## src/rtl/mem_rsp_pkg.sv

```systemverilog
// rtl/mem_rsp_pkg.sv - shared op encoding and helpers for the memory response controller
package mem_rsp_pkg;

  typedef enum logic [1:0] {OP_NOP, OP_WR, OP_RD, OP_ERR} op_e;

  // Number of byte lanes in a data word.
  function automatic int strb_w(input int data_w);
    return data_w / 8;
  endfunction

  // A request asking for both read and write is an error, never a partial op.
  function automatic op_e decode_op(input logic wr_en, input logic rd_en);
    case ({wr_en, rd_en})
      2'b10:   return OP_WR;
      2'b01:   return OP_RD;
      2'b11:   return OP_ERR;
      default: return OP_NOP;
    endcase
  endfunction

endpackage

```

## src/rtl/mem_rsp_fifo.sv

```systemverilog
// rtl/mem_rsp_fifo.sv - first-word-fall-through response queue with occupancy count
module mem_rsp_fifo #(
  parameter int WIDTH = 9,
  parameter int DEPTH = 4,
  localparam int CNT_W = $clog2(DEPTH + 1),
  localparam int PTR_W = (DEPTH > 1) ? $clog2(DEPTH) : 1
) (
  input  logic             clk_i,
  input  logic             resetn_i,
  input  logic             push_i,
  input  logic [WIDTH-1:0] push_data_i,
  input  logic             pop_i,
  output logic [WIDTH-1:0] head_o,
  output logic [CNT_W-1:0] count_o
);

  logic [WIDTH-1:0] mem_q [DEPTH];
  logic [PTR_W-1:0] wr_ptr_q;
  logic [PTR_W-1:0] rd_ptr_q;
  logic [CNT_W-1:0] count_q;
  logic             do_pop;

  // Pointers wrap explicitly so DEPTH need not be a power of two.
  function automatic logic [PTR_W-1:0] ptr_inc(input logic [PTR_W-1:0] p);
    return (p == PTR_W'(DEPTH - 1)) ? '0 : p + PTR_W'(1);
  endfunction

  assign do_pop  = pop_i && (count_q != '0);
  assign head_o  = (count_q != '0) ? mem_q[rd_ptr_q] : '0;
  assign count_o = count_q;

  // Storage, pointers and count; a full queue may push only when popping the same edge.
  always_ff @(posedge clk_i) begin
    if (!resetn_i) begin
      wr_ptr_q <= '0;
      rd_ptr_q <= '0;
      count_q  <= '0;
    end else begin
      if (push_i) begin
        mem_q[wr_ptr_q] <= push_data_i;
        wr_ptr_q        <= ptr_inc(wr_ptr_q);
      end
      if (do_pop) begin
        rd_ptr_q <= ptr_inc(rd_ptr_q);
      end
      if (push_i && !do_pop) begin
        count_q <= count_q + CNT_W'(1);
      end else if (!push_i && do_pop) begin
        count_q <= count_q - CNT_W'(1);
      end
    end
  end

  // Upstream credit must make overflow unreachable.
  always_ff @(posedge clk_i) begin
    if (resetn_i && push_i && !do_pop) begin
      a_no_overflow: assert (count_q < CNT_W'(DEPTH));
    end
  end

endmodule

```

## src/rtl/mem_rsp_ctrl.sv

```systemverilog
// rtl/mem_rsp_ctrl.sv - single-port memory with byte strobes, fixed read latency and credited response queue
module mem_rsp_ctrl
  import mem_rsp_pkg::*;
#(
  parameter int ADDR_W    = 4,
  parameter int DATA_W    = 8,
  parameter int RD_LAT    = 2,
  parameter int RSP_DEPTH = 4
) (
  input  logic                clk,
  input  logic                reset,
  input  logic                req_valid,
  output logic                req_ready,
  input  logic [ADDR_W-1:0]   addr,
  input  logic                wr_en,
  input  logic                rd_en,
  input  logic [DATA_W-1:0]   wdata,
  input  logic [DATA_W/8-1:0] wstrb,
  output logic                rsp_valid,
  input  logic                rsp_ready,
  output logic [DATA_W-1:0]   rdata,
  output logic                rsp_err
);

  localparam int STRB_W = strb_w(DATA_W);
  localparam int DEPTH  = 2 ** ADDR_W;
  localparam int CNT_W  = $clog2(RSP_DEPTH + 1);

  typedef struct packed {
    logic              err;
    logic [DATA_W-1:0] data;
  } rsp_t;

  if (ADDR_W < 2 || ADDR_W > 8) begin : g_bad_addr_w
    $error("ADDR_W must be in 2..8");
  end
  if (DATA_W % 8 != 0 || DATA_W == 0) begin : g_bad_data_w
    $error("DATA_W must be a non-zero multiple of 8");
  end
  if (RD_LAT < 1 || RD_LAT > 4) begin : g_bad_rd_lat
    $error("RD_LAT must be in 1..4");
  end
  if (RSP_DEPTH < RD_LAT + 1) begin : g_bad_depth
    $error("RSP_DEPTH must be at least RD_LAT+1");
  end

  logic [DATA_W-1:0] mem_q [DEPTH];
  logic [CNT_W-1:0]  outstanding_q;
  logic [CNT_W-1:0]  outstanding_d;
  logic [CNT_W-1:0]  fifo_cnt;
  op_e               op;
  logic              accept;
  logic              in_v;
  rsp_t              in_rsp;
  logic              push;
  rsp_t              push_rsp;
  rsp_t              head;
  logic              pop;

  // Credit covers tokens in the pipe as well as the queue, so a pop is only credited next cycle.
  assign req_ready = reset && (outstanding_q < CNT_W'(RSP_DEPTH));

  // Decode the accepted request and form the token that enters the read pipe.
  always_comb begin
    op          = decode_op(wr_en, rd_en);
    accept      = req_valid && req_ready;
    in_v        = accept && (op == OP_RD || op == OP_ERR);
    in_rsp.err  = (op == OP_ERR);
    in_rsp.data = (op == OP_RD) ? mem_q[addr] : '0;
  end

  // Memory array: cleared on reset, byte-masked write on an accepted write.
  always_ff @(posedge clk) begin
    if (!reset) begin
      for (int i = 0; i < DEPTH; i++) begin
        mem_q[i] <= '0;
      end
    end else if (accept && op == OP_WR) begin
      for (int b = 0; b < STRB_W; b++) begin
        if (wstrb[b]) begin
          mem_q[addr][8*b +: 8] <= wdata[8*b +: 8];
        end
      end
    end
  end

  if (RD_LAT == 1) begin : g_no_pipe
    assign push     = in_v;
    assign push_rsp = in_rsp;
  end else begin : g_pipe
    logic [RD_LAT-2:0] pipe_v_q;
    rsp_t              pipe_rsp_q [RD_LAT-1];

    // Token valids shift one stage per clock and are flushed by reset.
    always_ff @(posedge clk) begin
      if (!reset) begin
        pipe_v_q <= '0;
      end else begin
        pipe_v_q[0] <= in_v;
        for (int s = 1; s < RD_LAT - 1; s++) begin
          pipe_v_q[s] <= pipe_v_q[s-1];
        end
      end
    end

    // Token payloads follow their valids; stale payloads are harmless.
    always_ff @(posedge clk) begin
      pipe_rsp_q[0] <= in_rsp;
      for (int s = 1; s < RD_LAT - 1; s++) begin
        pipe_rsp_q[s] <= pipe_rsp_q[s-1];
      end
    end

    assign push     = pipe_v_q[RD_LAT-2];
    assign push_rsp = pipe_rsp_q[RD_LAT-2];
  end

  mem_rsp_fifo #(
    .WIDTH ($bits(rsp_t)),
    .DEPTH (RSP_DEPTH)
  ) u_rsp_fifo (
    .clk_i       (clk),
    .resetn_i    (reset),
    .push_i      (push),
    .push_data_i (push_rsp),
    .pop_i       (pop),
    .head_o      (head),
    .count_o     (fifo_cnt)
  );

  assign rsp_valid = (fifo_cnt != '0);
  assign pop       = rsp_valid && rsp_ready;
  assign rdata     = head.data;
  assign rsp_err   = head.err;

  // Next outstanding count: +1 per read/error token, -1 per pop.
  always_comb begin
    outstanding_d = outstanding_q;
    if (in_v && !pop) begin
      outstanding_d = outstanding_q + CNT_W'(1);
    end else if (!in_v && pop) begin
      outstanding_d = outstanding_q - CNT_W'(1);
    end
  end

  // Outstanding credit register.
  always_ff @(posedge clk) begin
    if (!reset) begin
      outstanding_q <= '0;
    end else begin
      outstanding_q <= outstanding_d;
    end
  end

endmodule

```

## config.mk

```make
export PLATFORM = sky130hd
export DESIGN_NAME = mem_rsp_ctrl
export DESIGN_NICKNAME = d
export VERILOG_FILES = /design/src/rtl/mem_rsp_pkg.sv /design/src/rtl/mem_rsp_fifo.sv /design/src/rtl/mem_rsp_ctrl.sv
export SDC_FILE = /design/constraint.sdc
export NUM_CORES = 1
export LEC_CHECK = 0
export CORE_MARGIN = 5
export CORE_UTILIZATION = 50
export DETAILED_ROUTE_END_ITERATION = 12
export HOLD_SLACK_MARGIN = 0.08
export PLACE_DENSITY = 0.67
export SETUP_SLACK_MARGIN = 0.5
export SLEW_MARGIN = 40
export SYNTH_ARGS = -nofsm -noshare
export SYNTH_HDL_FRONTEND = slang
export SYNTH_HIERARCHICAL = 1
export SYNTH_SLANG_ARGS = --single-unit
```

## constraint.sdc

```tcl
create_clock -name clk -period 2.2 [get_ports clk]
set_input_delay 0.33 -clock clk [delete_from_list [all_inputs] [get_ports clk]]
set_output_delay 0.33 -clock clk [all_outputs]
set_load 0.1 [all_outputs]
```

==> flow_summary_export.csv <==
group,metric,value,unit
sta,post-route-min-period,2150,ps
run,cap_viol_max_count,0,
setup_path,regToRegSetupSlack,90,ps
synth,post_synth.cell_area_avg,14.9,µm²
global_routing,grt_max_degree,35,
power_and_ir_drop,vdd_drop_max,0.598,mV
synth,yosysTopAreaCell,"edfxtp_1",
synth,yosys_register_bits,186,
setup_path,worst_setup_path_end_kind,"output port",
setup_path,crit_type,"reg -> out",
global_routing,grt_usage,19.3,%
final_layout,drive_above_1_share,47.6,%
final_layout,final_util,64.8,%
detailed_routing,dr.pass1.iters,4,
synth,syn-cell-area,8540,µm²
sta,clock.fmax,466,MHz
global_routing,grt_pass1_wl,28.7,mm
place,dp_hpwl,12.2,mm
synth,async_flop_share,0,%
clock_tree,cts_buffers,17,
detailed_routing,antenna_left,0,
global_routing,antenna_found_initial,0,
floorplanning,die_h,141,µm
final_layout,layout_commonest_cell,"edfxtp_1",
power_and_ir_drop,power,0.00883,W
sta,worst_slew_pin_slew,916,ps
setup_path,path_buf_inv,2,
final_layout,syn_to_final_growth,26.7,%
setup_path,cp_max_fo,5,
setup_path,r2r_end,"u_rsp_fifo/count_o[2]$_SDFFE_PN0P_",
place,port_buffers,29,
power_and_ir_drop,powerDensity,816,nW/µm²
place,place_ws,-168,ps
min_path,min_from,"reset",
setup_path,critPathRequiredTime,1870,ps
detailed_routing,vias,4876,
synth,synth_seq_area_share,62.8,%
final_layout,multi_input_area,3500,µm²
detailed_routing,drt_iter0_markers,263,
sta,setup-violations-final,0,
sta,skew,10.6,ps
floorplanning,dieArea,19800,µm²
detailed_routing,drc,0,
final_layout,antennaDiodeCount,0,
synth,synth_enable_flop_cells,164,
sta,fin_setup_tns,0,ps
setup_path,r2r_cells,10,
setup_path,arrival,1820,ps
sta,rsz0062_at_grt,"yes",
synth,synth.area.top_cells,"edfxtp_1 (58%), and2_1 (9.6%), dfxtp_1 (5.2%), mux4_2 (4.2%), mux2_1 (2.6%)",
setup_path,worstPathCellList,"buf_8 -> mux4_2 -> and2b_1 -> buf_12",
floorplanning,coreArea,16700,µm²
floorplanning,die_w,141,µm
synth,synth_top_area_share,57.6,%
sta,hold_viol_final,0,
clock_tree,clock_latency,430,ps
detailed_routing,vias_per_cell,5.48,
min_path,hold_path_class,"in -> reg",
power_and_ir_drop,p_leak,4.19,nW
setup_path,startpoint_type,"flop",
synth,synth_fp_nets,600,
sta,relSlewSlack,38.8,%
clock_tree,cts_tree,"done",
clock_tree,cts_root_buffer,"clkbuf_16",
final_layout,fill_cells,1227,
setup_path,worstSetupPathDepth,4,
clock_tree,clk_pin_slew_worst_paths,60,ps
clock_tree,cts_hold_buf,0,
min_path,min_to,"g_pipe.pipe_v_q$_SDFF_PN0_",
global_routing,grt_pass1_vias,5088,
setup_path,regToRegStartpoint,"u_rsp_fifo/count_o[0]$_SDFFE_PN0P_",
synth,yosys_most_used_dff,"edfxtp_1",
synth,synthDistinctLibCells,43,
clock_tree,h-tree-depth,4,
detailed_routing,wire_per_inst,20.4,µm
min_path,hold_depth,5,
clock_tree,clock_path_buffers,2,
floorplanning,start_util,51.2,%
global_routing,grt_overflow,0,
setup_path,critPathTopFamily,"multiplexers",
floorplanning,ioPinCount,30,
sta,layout_setup_ws,52.4,ps
clock_tree,clkSinkCount,186,
final_layout,final_cell_mix,"edfxtp_1 (164), and2_4 (123), buf_4 (42), mux2_1 (20), mux2i_1 (20)",
final_layout,nNetsFinal,685,
sta,fin_crit_sh,97.6,%
detailed_routing,routed_wl,18.2,mm
synth,synth_warnings,6,
run_status,status,"finished, final reports clean",
floorplanning,num_rows,47,
setup_path,max_stage_delay,500,ps
synth,synth_cells,572,
setup_path,slowest_stage,"mux4_2",
place,gp_congestion,0.836,
final_layout,ff_latch_area,5380,µm²
sta,drv_slew,0,
[worst max path at each step]
stage                                            start                            endpoint  slack, ps
floorplan           u_rsp_fifo/count_o[0]$_SDFFE_PN0P_  u_rsp_fifo/count_o[2]$_SDFFE_PN0P_        -70
global placement                             req_valid           mem_q[4][6]$_SDFFCE_PN0P_       -150
detailed placement                           req_valid           mem_q[4][6]$_SDFFCE_PN0P_       -170
CTS                                               flop                            rdata[6]         20
global route                                      flop                            rdata[7]        -20
finish                                            flop                            rdata[3]         50
[synth_stat cells, types with 3 or more instances]
| cell type | count |
|---|---|
| nand3_1 | 8 |
| nor3_4 | 9 |
| nand2_1 | 8 |
| buf_4 | 7 |
| nor2b_1 | 9 |
| mux2_2 | 14 |
| o31ai_1 | 8 |
| dfxtp_1 | 22 |
| and2b_1 | 6 |
| mux4_2 | 16 |
| mux2_1 | 20 |
| clkbuf_1 | 13 |
| and3_1 | 4 |
| edfxtp_1 | 164 |
| nor2_1 | 5 |
| buf_2 | 4 |
| nand2b_1 | 29 |
| ha_1 | 7 |
| a22oi_1 | 7 |
| o21ai_0 | 3 |
| inv_1 | 6 |
| o22ai_1 | 16 |
| nor4_4 | 6 |
| and2_1 | 131 |
| mux2i_1 | 20 |
| or3_1 | 5 |
[registers in the layout (all words and copies together), names as in the netlist, named ones only]
register and flops:
u_rsp_fifo/mem_q 36, g_pipe.pipe_v_q 1, u_rsp_fifo/rd_ptr_q 2, mem_q 128
outstanding_q 3, u_rsp_fifo/wr_ptr_q 2, u_rsp_fifo/count_o 3, g_pipe.pipe_rsp_q 9
[kinds of logic (layout without fill, tap and decap cells)]
kind of cell | after synthesis | after routing | share of synthesized area (%)
buf+inv | 37 | 135 | 2.39
flops | 186 | 186 | 62.8
fa+ha+maj | 9 | 9 | 1.49
xor+xnor | 4 | 4 | 0.410
mux | 70 | 70 | 11.0
simple gates | 226 | 226 | 18.6
compound gates | 40 | 40 | 3.28
[report_power, final]
group	switching (W)	total (W)	internal [W]
Sequential	0.0000710	0.00404	0.00397
Combinational	0.00101	0.00179	0.000773
Clock	0.00132	0.00300	0.00168
[layout make-up]
class,instances,area share (%)
clock buffers,17,3.93
clock inverters,15,1.38
inverters,6,0.208
multi-input cells,349,32.3
flip-flops and latches,186,49.7
well taps,220,2.54
repair buffers,97,10.0
[stage by stage]
step                      hold WS (ps)  std cells  instance area (µm²)
final                              355        890                10800
after global routing               360        890                10800
after CTS                          340        884                10500
after detailed placement           463        839                 9620
after global placement             447        839                 9620
after floorplan                    438        572                 8730
[what timing repair did]
action                                  in CTS  in global routing
resized for setup                           34                131
cloned                                       2                  0
buffers inserted                            11                  6
pin swaps                                   11                 11
endpoints found under the setup margin     257                278
[layer usage]
metal	vias to the layer above	part of all wire (%)	wire length (µm)	track usage, %
met2	106	51	9330	32.9
li1	2277	-	-	-
met1	2475	43	7750	25.1
met5	-	0	0	0
met3	18	4.7	859	4.00
met4	0	1.3	233	5.41
[worst min-delay path, cell delays in order]
cell,delay (ps)
buf_2,120
nand3b_4,80
buf_4,90
buf_4,80
nor2_1,30
Note: power is estimated with default switching activity, not from simulation.
